**src/rtl/cam_ctrl_pkg.sv**
```systemverilog
// Shared constants, op codes and FSM state encodings for the CAM command sequencer.
package cam_ctrl_pkg;

  localparam int DEPTH  = 16;
  localparam int KEY_W  = 8;
  localparam int ADDR_W = 4;

  localparam logic [KEY_W-1:0] EMPTY_KEY = 8'hFF;

  typedef enum logic [1:0] {
    OP_LOOKUP = 2'b00,
    OP_INSERT = 2'b01,
    OP_DELETE = 2'b10,
    OP_CLEAR  = 2'b11
  } op_e;

  typedef enum logic [2:0] {
    S_INIT   = 3'd0,
    S_IDLE   = 3'd1,
    S_SEARCH = 3'd2,
    S_EVAL   = 3'd3,
    S_WRITE  = 3'd4,
    S_RESP   = 3'd5
  } state_e;

  // The sentinel marks empty CAM slots, so it can never be stored as a user key.
  function automatic logic key_illegal(input logic [KEY_W-1:0] key);
    return (key == EMPTY_KEY);
  endfunction

endpackage

```
**src/rtl/cam_free_finder.sv**
```systemverilog
// Lowest-zero priority encoder over the entry valid bitmap; picks the next slot to allocate.
module cam_free_finder
  import cam_ctrl_pkg::*;
(
  input  logic [DEPTH-1:0]  valid,
  output logic [ADDR_W-1:0] free_idx,
  output logic              all_full
);

  // Scan from the top down so the lowest free index is the last one assigned.
  always_comb begin
    free_idx = '0;
    for (int i = DEPTH - 1; i >= 0; i--) begin
      if (!valid[i]) begin
        free_idx = ADDR_W'(i);
      end else begin
        free_idx = free_idx;
      end
    end
    all_full = &valid;
  end

endmodule

```
**src/rtl/cam_ctrl.sv**
```systemverilog
// Command sequencer for a 16x8 CAM: LOOKUP/INSERT/DELETE/CLEAR with entry allocation.
// Optional LOOKUP hit/miss statistics are enabled by defining CAM_CTRL_STATS_EN.
module cam_ctrl
  import cam_ctrl_pkg::*;
(
  input  logic              clk,
  input  logic              rst,
  input  logic              cmd_valid,
  output logic              cmd_ready,
  input  logic [1:0]        cmd_op,
  input  logic [KEY_W-1:0]  cmd_key,
  output logic              rsp_valid,
  output logic              rsp_hit,
  output logic [ADDR_W-1:0] rsp_addr,
  output logic              rsp_err,
  output logic [ADDR_W:0]   occupancy,
  output logic              full,
  output logic              cam_wen,
  output logic              cam_ren,
  output logic [KEY_W-1:0]  cam_din,
  output logic [ADDR_W-1:0] cam_addr,
  input  logic [ADDR_W-1:0] cam_dout,
  input  logic              cam_hit
`ifdef CAM_CTRL_STATS_EN
  ,
  output logic [7:0]        stat_hits,
  output logic [7:0]        stat_misses
`endif
);

  state_e              state_r, state_s;
  op_e                 op_r, op_s;
  logic [KEY_W-1:0]    key_r, key_s;
  logic [ADDR_W-1:0]   cnt_r, cnt_s;
  logic [ADDR_W-1:0]   tgt_r, tgt_s;
  logic                clr_r, clr_s;
  logic [DEPTH-1:0]    valid_r, valid_s;
  logic [ADDR_W:0]     occ_s;
  logic                full_s;
  logic                ready_s, wen_s, ren_s;
  logic [KEY_W-1:0]    din_s;
  logic [ADDR_W-1:0]   addr_s;
  logic                rv_s, rh_s, re_s;
  logic [ADDR_W-1:0]   ra_s;
  logic                match_s;
  logic [ADDR_W-1:0]   free_idx_s;
  logic                all_full_s;

  cam_free_finder u_free (
    .valid    (valid_r),
    .free_idx (free_idx_s),
    .all_full (all_full_s)
  );

  // Next-state decode; outputs are computed for the state being entered and registered below.
  always_comb begin
    state_s = state_r;
    op_s    = op_r;
    key_s   = key_r;
    cnt_s   = cnt_r;
    tgt_s   = tgt_r;
    clr_s   = clr_r;
    valid_s = valid_r;
    occ_s   = occupancy;
    ready_s = 1'b0;
    wen_s   = 1'b0;
    ren_s   = 1'b0;
    din_s   = '0;
    addr_s  = '0;
    rv_s    = 1'b0;
    rh_s    = 1'b0;
    re_s    = 1'b0;
    ra_s    = '0;
    // A stale CAM match on a freed slot must not count as a hit.
    match_s = cam_hit && valid_r[cam_dout];

    case (state_r)
      S_INIT: begin
        if (!cam_wen) begin
          // First cycle out of reset only launches the write of entry 0.
          wen_s  = 1'b1;
          addr_s = cnt_r;
          din_s  = EMPTY_KEY;
        end else if (cnt_r == ADDR_W'(DEPTH - 1)) begin
          cnt_s = '0;
          if (clr_r) begin
            state_s = S_RESP;
            clr_s   = 1'b0;
            rv_s    = 1'b1;
          end else begin
            state_s = S_IDLE;
            ready_s = 1'b1;
          end
        end else begin
          cnt_s  = cnt_r + ADDR_W'(1);
          wen_s  = 1'b1;
          addr_s = cnt_r + ADDR_W'(1);
          din_s  = EMPTY_KEY;
        end
      end

      S_IDLE: begin
        if (cmd_valid) begin
          op_s  = op_e'(cmd_op);
          key_s = cmd_key;
          if (op_e'(cmd_op) == OP_CLEAR) begin
            state_s = S_INIT;
            valid_s = '0;
            occ_s   = '0;
            clr_s   = 1'b1;
            cnt_s   = '0;
            wen_s   = 1'b1;
            addr_s  = '0;
            din_s   = EMPTY_KEY;
          end else if (key_illegal(cmd_key)) begin
            state_s = S_RESP;
            rv_s    = 1'b1;
            re_s    = 1'b1;
          end else begin
            state_s = S_SEARCH;
            ren_s   = 1'b1;
            din_s   = cmd_key;
          end
        end else begin
          ready_s = 1'b1;
        end
      end

      S_SEARCH: begin
        state_s = S_EVAL;
      end

      S_EVAL: begin
        case (op_r)
          OP_LOOKUP: begin
            state_s = S_RESP;
            rv_s    = 1'b1;
            rh_s    = match_s;
            ra_s    = match_s ? cam_dout : '0;
          end
          OP_INSERT: begin
            if (match_s) begin
              state_s = S_RESP;
              rv_s    = 1'b1;
              rh_s    = 1'b1;
              ra_s    = cam_dout;
            end else if (all_full_s) begin
              state_s = S_RESP;
              rv_s    = 1'b1;
              re_s    = 1'b1;
            end else begin
              state_s = S_WRITE;
              tgt_s   = free_idx_s;
              wen_s   = 1'b1;
              addr_s  = free_idx_s;
              din_s   = key_r;
            end
          end
          OP_DELETE: begin
            if (match_s) begin
              state_s = S_WRITE;
              tgt_s   = cam_dout;
              wen_s   = 1'b1;
              addr_s  = cam_dout;
              din_s   = EMPTY_KEY;
            end else begin
              state_s = S_RESP;
              rv_s    = 1'b1;
            end
          end
          default: begin
            state_s = S_IDLE;
            ready_s = 1'b1;
          end
        endcase
      end

      S_WRITE: begin
        state_s = S_RESP;
        rv_s    = 1'b1;
        ra_s    = tgt_r;
        if (op_r == OP_INSERT) begin
          valid_s[tgt_r] = 1'b1;
          occ_s          = occupancy + (ADDR_W + 1)'(1);
          rh_s           = 1'b0;
        end else begin
          valid_s[tgt_r] = 1'b0;
          occ_s          = occupancy - (ADDR_W + 1)'(1);
          rh_s           = 1'b1;
        end
      end

      S_RESP: begin
        state_s = S_IDLE;
        ready_s = 1'b1;
      end

      default: begin
        state_s = S_INIT;
        cnt_s   = '0;
      end
    endcase

    full_s = (occ_s == (ADDR_W + 1)'(DEPTH));
  end

  // State, bookkeeping and registered outputs.
  always_ff @(posedge clk or posedge rst) begin
    if (rst) begin
      state_r   <= S_INIT;
      op_r      <= OP_LOOKUP;
      key_r     <= '0;
      cnt_r     <= '0;
      tgt_r     <= '0;
      clr_r     <= 1'b0;
      valid_r   <= '0;
      occupancy <= '0;
      full      <= 1'b0;
      cmd_ready <= 1'b0;
      cam_wen   <= 1'b0;
      cam_ren   <= 1'b0;
      cam_din   <= '0;
      cam_addr  <= '0;
      rsp_valid <= 1'b0;
      rsp_hit   <= 1'b0;
      rsp_addr  <= '0;
      rsp_err   <= 1'b0;
    end else begin
      state_r   <= state_s;
      op_r      <= op_s;
      key_r     <= key_s;
      cnt_r     <= cnt_s;
      tgt_r     <= tgt_s;
      clr_r     <= clr_s;
      valid_r   <= valid_s;
      occupancy <= occ_s;
      full      <= full_s;
      cmd_ready <= ready_s;
      cam_wen   <= wen_s;
      cam_ren   <= ren_s;
      cam_din   <= din_s;
      cam_addr  <= addr_s;
      rsp_valid <= rv_s;
      rsp_hit   <= rh_s;
      rsp_addr  <= ra_s;
      rsp_err   <= re_s;
    end
  end

`ifdef CAM_CTRL_STATS_EN
  // Saturating LOOKUP hit/miss counters, counted as each LOOKUP response is issued.
  always_ff @(posedge clk or posedge rst) begin
    if (rst) begin
      stat_hits   <= 8'd0;
      stat_misses <= 8'd0;
    end else if (state_r == S_IDLE && cmd_valid && op_e'(cmd_op) == OP_CLEAR) begin
      stat_hits   <= 8'd0;
      stat_misses <= 8'd0;
    end else if (rv_s && op_s == OP_LOOKUP) begin
      if (rh_s) begin
        stat_hits   <= (stat_hits == 8'hFF) ? stat_hits : stat_hits + 8'd1;
        stat_misses <= stat_misses;
      end else begin
        stat_hits   <= stat_hits;
        stat_misses <= (stat_misses == 8'hFF) ? stat_misses : stat_misses + 8'd1;
      end
    end else begin
      stat_hits   <= stat_hits;
      stat_misses <= stat_misses;
    end
  end
`endif

endmodule

```
**config.mk**
```make
export PLATFORM = sky130hd
export DESIGN_NAME = cam_ctrl
export DESIGN_NICKNAME = d
export VERILOG_FILES = /design/src/rtl/cam_ctrl_pkg.sv /design/src/rtl/cam_free_finder.sv /design/src/rtl/cam_ctrl.sv
export SDC_FILE = /design/constraint.sdc
export NUM_CORES = 1
export LEC_CHECK = 0
export BUFFER_PORTS_ARGS = -buffer_cell sky130_fd_sc_hd__buf_2
export CAP_MARGIN = 0
export CORE_ASPECT_RATIO = 0.75
export CORE_MARGIN = 3
export CORE_UTILIZATION = 55
export DETAILED_ROUTE_END_ITERATION = 10
export PLACE_DENSITY = 0.8
export RECOVER_POWER = 25
export SLEW_MARGIN = 10
export SYNTH_ARGS = -nofsm -noshare
export SYNTH_HDL_FRONTEND = slang
export SYNTH_SLANG_ARGS = --single-unit
```
**constraint.sdc**
```tcl
create_clock -name clk -period 5.1 [get_ports clk]
set_input_delay 0.51 -clock clk [delete_from_list [all_inputs] [get_ports clk]]
set_output_delay 0.51 -clock clk [all_outputs]
set_load 0.02 [all_outputs]
```
==> impl_metrics.tcl <==
set metrics [dict create \
    status "finished, final reports clean" \
    drive_above_1_share_pct 18.4 \
    pwr-share-comb_pct 42.9 \
    regArea_sq_um 1650 \
    grt_max_degree 67 \
    hold_slack_ns 0.392 \
    grt_overflow 0 \
    ys.flop_type "dfrtp_1" \
    io_pins 46 \
    cts_tree "yes" \
    yosys.area.top_type "dfrtp_1" \
    ctsHtreeMaxLevel 3 \
    ant_nets 0 \
    crit_path_end_kind "flip-flop" \
    r2r_slack_ns 2.33 \
    syn_avg_cell_area_sq_um 9.50 \
    nets 455 \
    post_synth_num_cell_types 58 \
    path_depth 10 \
    ys_top_cells_by_count "dfrtp_1, nand2_1, o21ai_1, nor2_1, a21oi_1" \
    cts_buffers 9 \
    maxCapViolations 0 \
    groute.usage.overall_pct 25.0 \
    r2r-start "op_r[1]" \
    fillers 486 \
    cp_cell_sequence "inv_1, ha_1, inv_1, ha_1, nor2b_1, o21ai_1, and3_1, nor3_1, o21ai_1, a2111oi_0" \
    pre_cts_ws_ns 2.37 \
    multi_input_area_sq_um 1830 \
    cp_max_fo 11 \
    reg2reg_to "full" \
    required_ns 5.30 \
    synth_seq_area_share_pct 45.7 \
    cellPowerDensity_nw_per_um2 569 \
    synth_top_area_share_pct 45.7 \
    final_max_slew_viol_count 0 \
    worst-setup-path-type "flip-flop to flip-flop" \
    clk_pin_slew_ns 0.08 \
    tightest_slew_ns 0.850 \
    fmax_mhz 361 \
    min_path_type "primary input to asynchronous set/reset pin" \
    synth_most_common_cell "dfrtp_1" \
    syn_inst 380 \
    period_minus_slack_ns 2.77 \
    finalCoreUtilization_pct 67.4 \
    startpoint "op_r[1]" \
    rr_worst_depth 10 \
    die_x_microns 99.6 \
    syn_nets 410 \
    finalPower_uw 2330 \
    cts_root_buf "clkbuf_8" \
    fp.dieH_microns 76.2 \
    setup_ws_ns 2.33 \
    coreArea_sq_um 6070 \
    synth-edff-count 0 \
    hold_viol 0 \
    clock_path_buffers 2 \
    grt_pass1_vias 2939 \
    fin_crit_sh_pct 54.3 \
    ys_warn_count 0 \
    num_vias 3156 \
    antenna_cells 0 \
    hold_buffers 0 \
    setup_tns_ns 0 \
    cp.arrival_ns 2.97 \
    cts_resized 0 \
    antenna_found_initial 0 \
    synthTopCellsByArea "dfrtp_1, nand2_1, o21ai_1" \
    dieArea_sq_um 7580 \
    seq_power_share_pct 37.9 \
    synth-seq-cells 66 \
    ir_drop_mv 0.232 \
    power.switching_uw 1010 \
    grt_pass1_wl_mm 15.2 \
    drtIter0Drc 305 \
    place_congestion 0.914 \
    avgRoutedWirePerCell_microns 17.6 \
    drt_first_pass_iters 6 \
    syn_area_sq_um 3610 \
    wl_mm 8.94 \
    areaGrowthSynthToFinish_pct 13.2 \
    cp_top_family "adder cells" \
    pwr-share-clk_pct 19.2 \
    cts_setup_buffers 0 \
    p_int_uw 1320 \
    startpoint_type "flip-flop" \
    insertion_delay_ns 0.34 \
    via_per_inst 6.21 \
    rsz0062_at_grt "false" \
    cts_sinks 66 \
    critPathCapture "full" \
    max_stage_delay_ns 0.43 \
    synthArstFlopShare_pct 100 \
    slew_headroom_pct 43.2 \
    remaining_drc_errors 0 \
    slowest_stage "ha_1" \
    io_buffer_count 45 \
    start_util_pct 59.5 \
    setup_viol 0 \
    crit_buf_inv 2 \
    swShare_pct 43.4 \
    finalClockSkew_ns 0.00855 \
    cellLeakagePower_uw 0.00192 \
    rows 24 \
    hpwl_mm 6.45 \
]
[per-stage QoR]
stage	cell area (sq um)	instances
2_1_floorplan	3610	380
3_3_place_gp	3880	492
3_5_place_dp	3880	492
4_1_cts	4090	508
5_1_grt	4090	508
6_report	4090	508
[sequential cells by signal, indices dropped and copies added, names as in the netlist, 2 cells and up]
name	flops
occupancy	5
cnt_r	4
tgt_r	4
rsp_addr	4
cam_din	8
key_r	8
valid_r	16
state_r	3
cam_addr	4
op_r	2
[cells in the final DEF (no fill, tap or decap), types with 3 or more instances in the layout]
cell type,synthesis,routed
o21ai_1,40,40
nand2_1,57,57
nor3_1,8,8
clkbuf_8,0,10
nor3_2,3,3
nor2_1,28,28
a22o_1,5,5
o31ai_1,3,3
nor2b_1,9,9
mux2i_1,6,6
o21ai_0,8,8
xor2_1,4,4
a221o_1,11,11
buf_4,1,3
nand2b_1,4,4
a31oi_1,8,8
ha_1,11,11
mux2_1,9,9
and2_1,4,4
dfrtp_1,66,66
a21oi_1,19,19
nand3_1,6,6
nand4_1,7,7
buf_2,1,45
inv_1,12,12
[routing by layer]
metal | global-route usage, % | routed length [microns]
met1 | 40.0 | 4410
met2 | 31.8 | 3590
met3 | 7.23 | 760
met4 | 7.78 | 177
met5 | 0 | 0
[worst reg2reg max path, stage by stage, from the launching register on]
cell and delay [ns]:
dfrtp_1 0.40, inv_1 0.11, ha_1 0.43, inv_1 0.23, ha_1 0.39, nor2b_1 0.15
o21ai_1 0.08, and3_1 0.19, nor3_1 0.14, o21ai_1 0.10, a2111oi_0 0.40
[kinds of logic (layout without fill, tap and decap cells)]
group | count (synthesis) | in the layout | synth area share, %
and+or+nand+nor | 136 | 136 | 17.9
AOI/OAI and AO/OA | 114 | 114 | 20.9
DFF | 66 | 66 | 45.7
buffers and inverters | 29 | 79 | 3.57
muxes | 18 | 18 | 6.34
adders and majority gates | 12 | 12 | 4.37
xor gates and xnor gates | 5 | 5 | 1.21
[power by group through the flow]
stage	Clock [uW]	Combinational, uW	Sequential (uW)
after floorplan	0	659	918
after global placement	0	956	877
after detailed placement	0	981	880
after CTS	458	990	874
after global routing	478	1110	907
final	446	999	882
[layout make-up]
cell class,instances,area share [%]
well taps,78,2.39
clock inverters,6,1.59
multi-input cells,285,44.8
clock buffers,10,3.37
repair buffers,48,6.06
flip-flops and latches,66,40.4
inverters,15,1.38
[how the worst min path moves through the flow]
stage               startpoint    endpoint  slack (ns)  cells after the start
finish                     rst  state_r[2]        0.39                      3
floorplan             key_r[0]    key_r[0]        0.45                      2
global placement      key_r[0]    key_r[0]        0.46                      2
CTS                 cmd_key[7]    key_r[7]        0.38                      3
global route        cmd_key[0]    key_r[0]        0.39                      3
detailed placement    key_r[0]    key_r[0]        0.47                      2
Power figures use the tool's default switching activity.
